File: src/rtl/mem_responder.sv
// Multicycle memory responder: one request at a time over valid/ready, response strobe
// after LATENCY cycles, word/half/byte accesses with big-endian byte lanes.
module mem_responder #(
    parameter int DEPTH_WORDS = 64,
    parameter int LATENCY     = 2
) (
    input  logic        clk,
    input  logic        reset,
    input  logic        req_valid,
    output logic        req_ready,
    input  logic        req_write,
    input  logic [1:0]  req_size,
    input  logic [31:0] req_addr,
    input  logic [31:0] req_wdata,
    output logic        resp_valid,
    output logic [31:0] resp_rdata,
    output logic        resp_error
);
    localparam int          AW         = (DEPTH_WORDS > 1) ? $clog2(DEPTH_WORDS) : 1;
    localparam logic [3:0]  CNT_INIT   = 4'(LATENCY - 1);
    localparam logic [31:0] ADDR_LIMIT = 32'(4 * DEPTH_WORDS);

    typedef enum logic [1:0] {IDLE, WAIT, RESP} state_t;

    state_t      state_reg, state_next;
    logic [3:0]  cnt_reg, cnt_next;
    logic        commit;
    logic        write_reg;
    logic [1:0]  size_reg;
    logic [31:0] addr_reg;
    logic [31:0] wdata_reg;
    logic        resp_valid_reg;
    logic        resp_error_reg;
    logic [31:0] resp_rdata_reg;

    assign req_ready = (state_reg == IDLE) && !reset;

    always_ff @(posedge clk) begin
        if (reset) begin
            state_reg <= IDLE;
            cnt_reg   <= 4'd0;
        end else begin
            state_reg <= state_next;
            cnt_reg   <= cnt_next;
        end
    end

    always_comb begin
        state_next = state_reg;
        cnt_next   = cnt_reg;
        commit     = 1'b0;
        case (state_reg)
            IDLE: begin
                if (req_valid) begin
                    cnt_next = CNT_INIT;
                    if (LATENCY > 1) begin
                        state_next = WAIT;
                    end else begin
                        state_next = RESP;
                        commit     = 1'b1;
                    end
                end
            end
            WAIT: begin
                cnt_next = cnt_reg - 4'd1;
                if (cnt_reg == 4'd1) begin
                    state_next = RESP;
                    commit     = 1'b1;
                end
            end
            RESP:    state_next = IDLE;
            default: state_next = IDLE;
        endcase
    end

    always_ff @(posedge clk) begin
        if (state_reg == IDLE && req_valid && !reset) begin
            write_reg <= req_write;
            size_reg  <= req_size;
            addr_reg  <= req_addr;
            wdata_reg <= req_wdata;
        end
    end

    // With LATENCY=1 the commit edge is the acceptance edge, so use the live inputs there.
    logic        cur_write;
    logic [1:0]  cur_size;
    logic [31:0] cur_addr;
    logic [31:0] cur_wdata;
    assign cur_write = (state_reg == IDLE) ? req_write : write_reg;
    assign cur_size  = (state_reg == IDLE) ? req_size  : size_reg;
    assign cur_addr  = (state_reg == IDLE) ? req_addr  : addr_reg;
    assign cur_wdata = (state_reg == IDLE) ? req_wdata : wdata_reg;

    logic          err;
    logic [AW-1:0] idx;
    logic [1:0]    offset;
    logic [3:0]    be;
    logic [31:0]   wdata_word;
    logic [31:0]   rd_word;
    logic [31:0]   load_data;
    logic          mem_we;

    assign err = (cur_size == 2'b11)
               || (cur_size == 2'b01 && cur_addr[0])
               || (cur_size == 2'b00 && cur_addr[1:0] != 2'b00)
               || (cur_addr >= ADDR_LIMIT);
    assign idx    = cur_addr[AW+1:2];
    assign offset = cur_addr[1:0];
    assign mem_we = commit && !reset && cur_write && !err;

    // Lane gi holds bits [8*gi+7:8*gi], i.e. byte offset 3-gi (offset 0 is the MSB lane).
    always_comb begin
        be         = 4'b0000;
        wdata_word = {4{cur_wdata[7:0]}};
        load_data  = 32'd0;
        case (cur_size)
            2'b00: begin
                be         = 4'b1111;
                wdata_word = cur_wdata;
                load_data  = rd_word;
            end
            2'b01: begin
                be         = offset[1] ? 4'b0011 : 4'b1100;
                wdata_word = {2{cur_wdata[15:0]}};
                load_data  = {16'd0, 16'(rd_word >> {~offset[1], 4'b0000})};
            end
            2'b10: begin
                be        = 4'b1000 >> offset;
                load_data = {24'd0, 8'(rd_word >> {~offset, 3'b000})};
            end
            default: ;
        endcase
    end

    genvar gi;
    generate
        for (gi = 0; gi < 4; gi++) begin : g_lane
            logic [7:0] lane_mem [DEPTH_WORDS];
            always_ff @(posedge clk) begin
                if (mem_we && be[gi]) begin
                    lane_mem[idx] <= wdata_word[8*gi +: 8];
                end
            end
            // Asynchronous read so a LATENCY=1 load can be answered on its acceptance edge.
            assign rd_word[8*gi +: 8] = lane_mem[idx];
        end
    endgenerate

    always_ff @(posedge clk) begin
        if (reset) begin
            resp_valid_reg <= 1'b0;
            resp_error_reg <= 1'b0;
            resp_rdata_reg <= 32'd0;
        end else begin
            resp_valid_reg <= commit;
            resp_error_reg <= commit && err;
            if (commit) begin
                resp_rdata_reg <= (cur_write || err) ? 32'd0 : load_data;
            end
        end
    end

    assign resp_valid = resp_valid_reg;
    assign resp_error = resp_error_reg;
    assign resp_rdata = resp_rdata_reg;
endmodule

File: config.mk
export PLATFORM = sky130hd
export DESIGN_NAME = mem_responder
export DESIGN_NICKNAME = d
export VERILOG_FILES = /design/src/rtl/mem_responder.sv
export SDC_FILE = /design/constraint.sdc
export NUM_CORES = 2
export LEC_CHECK = 0
export CORE_MARGIN = 3
export CORE_UTILIZATION = 36
export CTS_CLUSTER_DIAMETER = 30
export DETAILED_ROUTE_END_ITERATION = 16
export MAX_ROUTING_LAYER = met4
export SLEW_MARGIN = 10
export SYNTH_ARGS = -nofsm -noshare
export SYNTH_HDL_FRONTEND = slang
export SYNTH_SLANG_ARGS = --single-unit
File: constraint.sdc
create_clock -name clk -period 11.5 [get_ports clk]
set_input_delay 2.3 -clock clk [delete_from_list [all_inputs] [get_ports clk]]
set_output_delay 2.3 -clock clk [all_outputs]
set_load 0.05 [all_outputs]
# --- Word-level counts from Yosys, hierarchy flattened ---
# Memories as Yosys holds them, arrays and structs flattened.
# Cells that the tools add are included.
totals:
  inputBits: 70
  latch_bits: 0
  ff_bits: 107
  elab_cells: 76
  mem_count: 4
  ramBits: 2048
  rom_bits: 0
op_classes:
  n_shift: 3
  addsub: 1
  mul: 0
  magnitude_cmp: 1
  n_div: 0
  n_bitwise: 2
  n_reduce_logical: 25
  eq_ne: 7
  mux: 24
mem_list:
  columns: ["memory", "words", "width", "rd", "rd_ports_with_merged_regs", "write_ports", "line_no", "rtl"]
  rows:
  - ["g_lane[0].lane_mem", 64, 8, 1, 0, 1, "139", "logic [7:0] lane_mem [DEPTH_WORDS];"]
  - ["g_lane[1].lane_mem", 64, 8, 1, 0, 1, "139", null]
  - ["g_lane[2].lane_mem", 64, 8, 1, 0, 1, "139", null]
  - ["g_lane[3].lane_mem", 64, 8, 1, 0, 1, "139", null]
op_table:
  columns: ["op", "n"]
  rows:
  - ["32-bit two-way mux", 3]
  - ["32-bit one-hot mux with 3 select lines", 1]
  - ["32-bit one-hot mux with 2 select lines", 1]
  - ["32-bit by 9-bit greater-or-equal comparator with 1-bit output (second input constant)", 1]
  - ["32-bit by 5-bit right shift with 16-bit output", 1]
  - ["32-bit by 5-bit right shift with 8-bit output", 1]
  - ["1-bit logical AND", 13]
  - ["4-bit one-hot mux with 3 select lines", 1]
  - ["1-bit two-way mux", 11]
  - ["4-bit two-way mux", 2]
  - ["4-bit one-hot mux with 2 select lines", 1]
  - ["2-bit two-way mux", 3]
  - ["2-bit by 1-bit == test with 1-bit output (second input constant)", 2]
  - ["2-bit == test (second input constant)", 2]
  - ["4-bit by 1-bit == test with 1-bit output (second input constant)", 1]
  - ["2-bit zero test", 2]
  - ["1-bit logical OR", 4]
  - ["2-bit inequality test (second input constant)", 2]
  - ["2-bit one-hot mux with 2 select lines", 1]
  - ["2-bit AND reduction", 2]
  - ["2-bit nonzero test", 2]
  - ["4-bit by 2-bit right shift with 4-bit output (first input constant)", 1]
  - ["4-bit by 1-bit subtractor with 4-bit output (second input constant)", 1]
  - ["1-bit zero test", 2]
  - ["2 further kinds", 2]

# --- Depth between registers and ports, before layout ---
logic_depth:
  depth_word: 12
  ltp_mapped: 16
  ltp_nobuf: 10

# --- Worst setup path after synthesis ---
# Ideal clock, no wire load.
synth_timing:
  path_kind: "input to register"
  startpoint: "in req_wdata[6]"
  endpoint: "mem g_lane[3].lane_mem[0][6], data pin"
  setup_ps: 702
  n_path_buf: 0
  cell_stages: 6
  path_slack_ps: 4247
  t_arrival_ps: 6552
  path_cell_list: "nand2_1 -> nand2_1 -> nor2_1 -> a31oi_1 -> nand2_1 -> o21ai_0"
synth_via:
  elab_chain_cells: 2
synth_rtl:
  columns: ["item", "line_no", "rtl"]
  rows:
  - ["start: declaration", "14", "input logic [31:0] req_wdata,"]
  - ["32-bit two-way mux", "93", "assign cur_wdata = (state_reg == IDLE) ? req_wdata : wdata_reg;"]
  - ["net cur_wdata[6]", "89", "logic [31:0] cur_wdata;"]
  - ["32-bit one-hot mux with 2 select lines", "117", "case (cur_size)"]
  - ["net wdata_word[30]", "99", "logic [31:0] wdata_word;"]
  - ["end: declaration", "139", null]
# The timed path passes the listed nets, and every way through them passes these cells.

# --- Worst setup path after layout ---
layout_timing:
  startpoint: "in req_addr[6]"
  endpoint: "reg resp_rdata_reg[6] (netlist: resp_rdata[6])"
layout_via:
  elab_chain_cells: 5
  word_cells_on_any_way: 12
  cone_classes: "order compare: 1; shift: 2; mux: 3; reduce/logical: 2; memory: 4"
layout_rtl:
  columns: ["item", "line_no", "rtl"]
  rows:
  - ["start: declaration", "13", "input logic [31:0] req_addr,"]
  - ["32-bit two-way mux *", "92", "assign cur_addr = (state_reg == IDLE) ? req_addr : addr_reg;"]
  - ["memory 64 x 8 bit or 32-bit by 9-bit greater-or-equal comparator with 1-bit output (tied branches)", null, null]
  - ["32-bit by 5-bit right shift with 8-bit output, or another cell as far along", "130", "load_data = {24'd0, 8'(rd_word >> {~offset, 3'b000})};"]
  - ["32-bit one-hot mux with 3 select lines or 1-bit logical OR (tied branches)", "117, 159", null]
  - ["32-bit two-way mux *", "159", "resp_rdata_reg <= (cur_write || err) ? 32'd0 : load_data;"]
  - ["end signal: assignment", "159", null]
  - ["end: declaration", "34", "logic [31:0] resp_rdata_reg;"]
# Every way passes the cells marked *; elsewhere a longest branch is shown, timed or not.
# A chain may end at the register's enable or synchronous reset.

==> metrics.csv <==
stage,metric,value,unit
clock_tree,cts repair resizes,0,
critical_path,crit-path cells,clkdlybuf4s50_1 -> nor3b_1 -> nor2_2 -> buf_4 -> nand2_2 -> buf_4 -> o22ai_1 -> nor4_1 -> nand3_1 -> a21o_1 -> a41oi_1,
route,via count,57400,
clock_tree,later-pin clock latency in the skew report,0.97,ns
flow_run,Max-Cap Viols,2,
pwr,Seq pwr share,0.383,
sta,Final period util,0.573,
yosys,Yosys top cell by area,edfxtp_1,
floorplan,Initial Util,0.364,
yosys,Yosys cell types,94,
yosys,"Net Count, Synth",5593,
clock_tree,TritonCTS clock tree,done,
clock_tree,Num CTS Buffers,429,
sta,Tmin final,6.59,ns
critical_path,"Worst Path Class, Setup",in2reg,
critical_path,CP peak stage delay,1.27,ns
placement,Final GP Congestion,0.967,
grt,GRT Util Overall,0.257,
grt,GRT overflow,0,
pwr,Clock Power Share,0.523,
final_layout,Final #Nets,5999,
grt,antenna violations before repair,18,
route,WL/cell,32.7,µm
clock_tree,CTS H-tree depth,5,
final_layout,design area,104000,µm²
yosys,XOR/XNOR share of the synthesized area,0,
critical_path,crit path buf inv count,3,
yosys,Seq cells post-synth,2155,
grt,first-pass GRT wire length,425,mm
yosys,multiplexer share of the synthesized area,0.0143,
yosys,post-synthesis adder-cell area fraction,0.000300,
clock_tree,Longest Clk Path Bufs,4,
critical_path,Most common cell on crit path,buf_4,
pwr,internal cell power,17600,µW
sta,final slew viol count,2,
yosys,number of synthesized flops with an enable pin,2115,
yosys,sequential fraction of the synthesis area,0.772,
route,1st-iter DRT viols,8656,
final_layout,max FFs per register,2048,
final_layout,Layout fillers,19500,
yosys,Post-synth ARST share,0,
yosys,Syn. warnings,0,
route,final WL,304,mm
final_layout,register bank with the most flops,g_lane.lane_mem,
sta,max frequency,0.152,GHz
yosys,Mapped Area,83300,µm²
placement,dpl hpwl,176,mm
final_layout,area growth from synthesis to layout,24.5,%
pwr,Combinational Power Share,0.094,
clock_tree,Sinks on Clock Net,2155,
critical_path,Crit. End Element,register,
yosys,largest family of logic cells by synthesized area,compound AO/OA/AOI/OAI gates,
final_layout,Sequential Area,64300,µm²
floorplan,core box area,229000,µm²
pwr,P_leak,0.0333,µW
status,status,finished with violations,
critical_path,Critical Path AT,7.47,ns
yosys,Synth top area share,0.762,
final_layout,fin util,0.453,
yosys,compound-cell area share of the yosys netlist,0.116,
critical_path,Worst Path Required,12.38,ns
sta,final setup vio count,0,
route,final antenna-violating net count,0,
sta,RSZ-0062 raised after global routing,false,
final_layout,area of the multi-input gates,17800,µm²
pwr,VDD IR max,0.147,mV
pwr,Net Sw Frac,0.248,
clock_tree,postcts setup bufs,0,
clock_tree,CTS root buf,clkbuf_16,
yosys,Post-Syn Instances,5521,
floorplan,row count,175,
yosys,"Top FF cell, synth",edfxtp_1,
yosys,post-synthesis area per instance,15.1,µm²
floorplan,Die Y,487,µm
sta,max_slew headroom,-0.0555,
grt,vias in the first global route,55100,
sta,slew at the pin closest to its max-slew limit,1.58,ns
critical_path,CP Max Fanout,44,
pwr,sw power,5800,µW
route,drt drc,0,
floorplan,Die ar.,237000,µm²
critical_path,"Slowest-stage cell, CP",nor4_1,
pwr,Cell Pwr Density,226,nW/µm²
route,DR vias/cell,6.17,
floorplan,io pins,105,
critical_path,type of origin of the critical path,primary input,
critical_path,Crit path max-delay family,simple AND/OR/NAND/NOR gates,
floorplan,Die Span X,487,µm
final_layout,share of layout cells above drive strength 1,0.180,
placement,PortBufs,104,
status,failing checks,"capacitance limit, slew limit",
sta,final hold vios,0,
yosys,Synth Area in Simple Gates,0.0734,
clock_tree,"CTS clk-pin slew, worst paths",0.05,ns
route,drt pass-1 iters,6,
hold_path,Hold WC Path Type,reg2reg,
clock_tree,# hold bufs at CTS,0,
placement,dpl cell area,89300,µm²
grt,largest net degree at the start of global routing,125,
yosys,Area contributors post-synth,"edfxtp_1, o22ai_1, nand2_1",
sta,clk_skew,0.0578,ns
sta,setup TNS,0,ns
tightest hold or removal path, delay by kind of cell (launching register included):
kind	cells	cell delay [ns]
flip-flops	1	0.34
AND/OR/NAND/NOR	1	0.07
AO/OA/AOI/OAI	1	0.08
layout by cell type (no fill, tap or decap), types with 78 or more instances in the layout:
cell type / instances
a21oi_1: 137
a31oi_1: 78
buf_4: 278
clkbuf_16: 437
clkdlybuf4s50_1: 103
edfxtp_1: 2115
mux2i_1: 95
nand2_1: 538
nand3_1: 149
nor2_1: 256
nor3_1: 192
o21ai_0: 229
o221ai_1: 82
o22ai_1: 547
routing by layer:
metal | share of wire | GRT usage | vias to the layer above
li1 | - | - | 23100
met1 | 0.36 | 0.320 | 29000
met2 | 0.45 | 0.376 | 4335
met3 | 0.12 | 0.0669 | 863
met4 | 0.068 | 0.156 | 0
met5 | 0 | - | -
power groups by stage:
stage,Clock (µW),Sequential (µW),Combinational [µW]
global route,12700,8960,2230
CTS,12300,8960,2120
global placement,0,9110,2090
finish,12200,8960,2190
floorplan,0,9150,1040
detailed placement,0,9110,2110
Yosys cell counts (all sizes together), types with 11 or more instances:
| master | n |
|---|---|
| mux2 | 12 |
| a31oi | 86 |
| mux2i | 103 |
| a211oi | 17 |
| nor3 | 237 |
| nand2b | 11 |
| o2111ai | 14 |
| a22oi | 48 |
| o32ai | 11 |
| o22ai | 549 |
| o211ai | 41 |
| nor2 | 268 |
| o221ai | 83 |
| a32oi | 78 |
| nand3 | 149 |
| a222oi | 11 |
| a21oi | 142 |
| dfxtp | 40 |
| nand4 | 27 |
| buf | 268 |
| edfxtp | 2115 |
| nand2 | 559 |
| nor4 | 37 |
| a221oi | 12 |
| o21ai | 254 |
| a32o | 18 |
| and3 | 13 |
| clkbuf | 155 |
| o22a | 26 |
path summary, 6_finish.rpt:
kind / from / endpoint / slack [ns] / depth (start not counted)
max reg2reg: state_reg[1] / g_lane[3].lane_mem[46][6] / 5.43 / 9
max: req_addr[6] / resp_rdata[6] / 4.91 / 11
min: cnt_reg[1] / cnt_reg[1] / 0.52 / 2
min reg2reg: cnt_reg[1] / cnt_reg[1] / 0.52 / 2
area by class of cell:
cell class                 instances  share of cell area
timing repair buffer             398              0.0331
inverter                           8            0.000290
multi-input combinational       2935               0.172
clock buffer                     499               0.109
clock inverter                   277              0.0291
tap                             3009              0.0363
sequential                      2155               0.620
antenna                           19            0.000458
stage by stage:
stage	std cells	total power [µW]	worst slack (ns)	hold slack (ns)
6_report	9300	23400	4.91	0.517
5_1_grt	9295	23900	4.95	0.548
4_1_cts	9281	23300	5.20	0.518
3_5_place_dp	8505	11200	4.25	0.508
3_3_place_gp	8500	11200	3.47	0.487
2_1_floorplan	5521	10200	4.25	0.468
cells by family (layout without fill, tap and decap cells):
group | Yosys count | in the layout
flip-flops | 2155 | 2155
AO/OA/AOI/OAI | 1456 | 1456
AND/OR/NAND/NOR | 1362 | 1362
buffers and inverters | 431 | 1182
multiplexers | 115 | 115
adder cells (fa/ha/maj) | 2 | 2
other | 0 | 19
(Power assumes the default switching activity.)
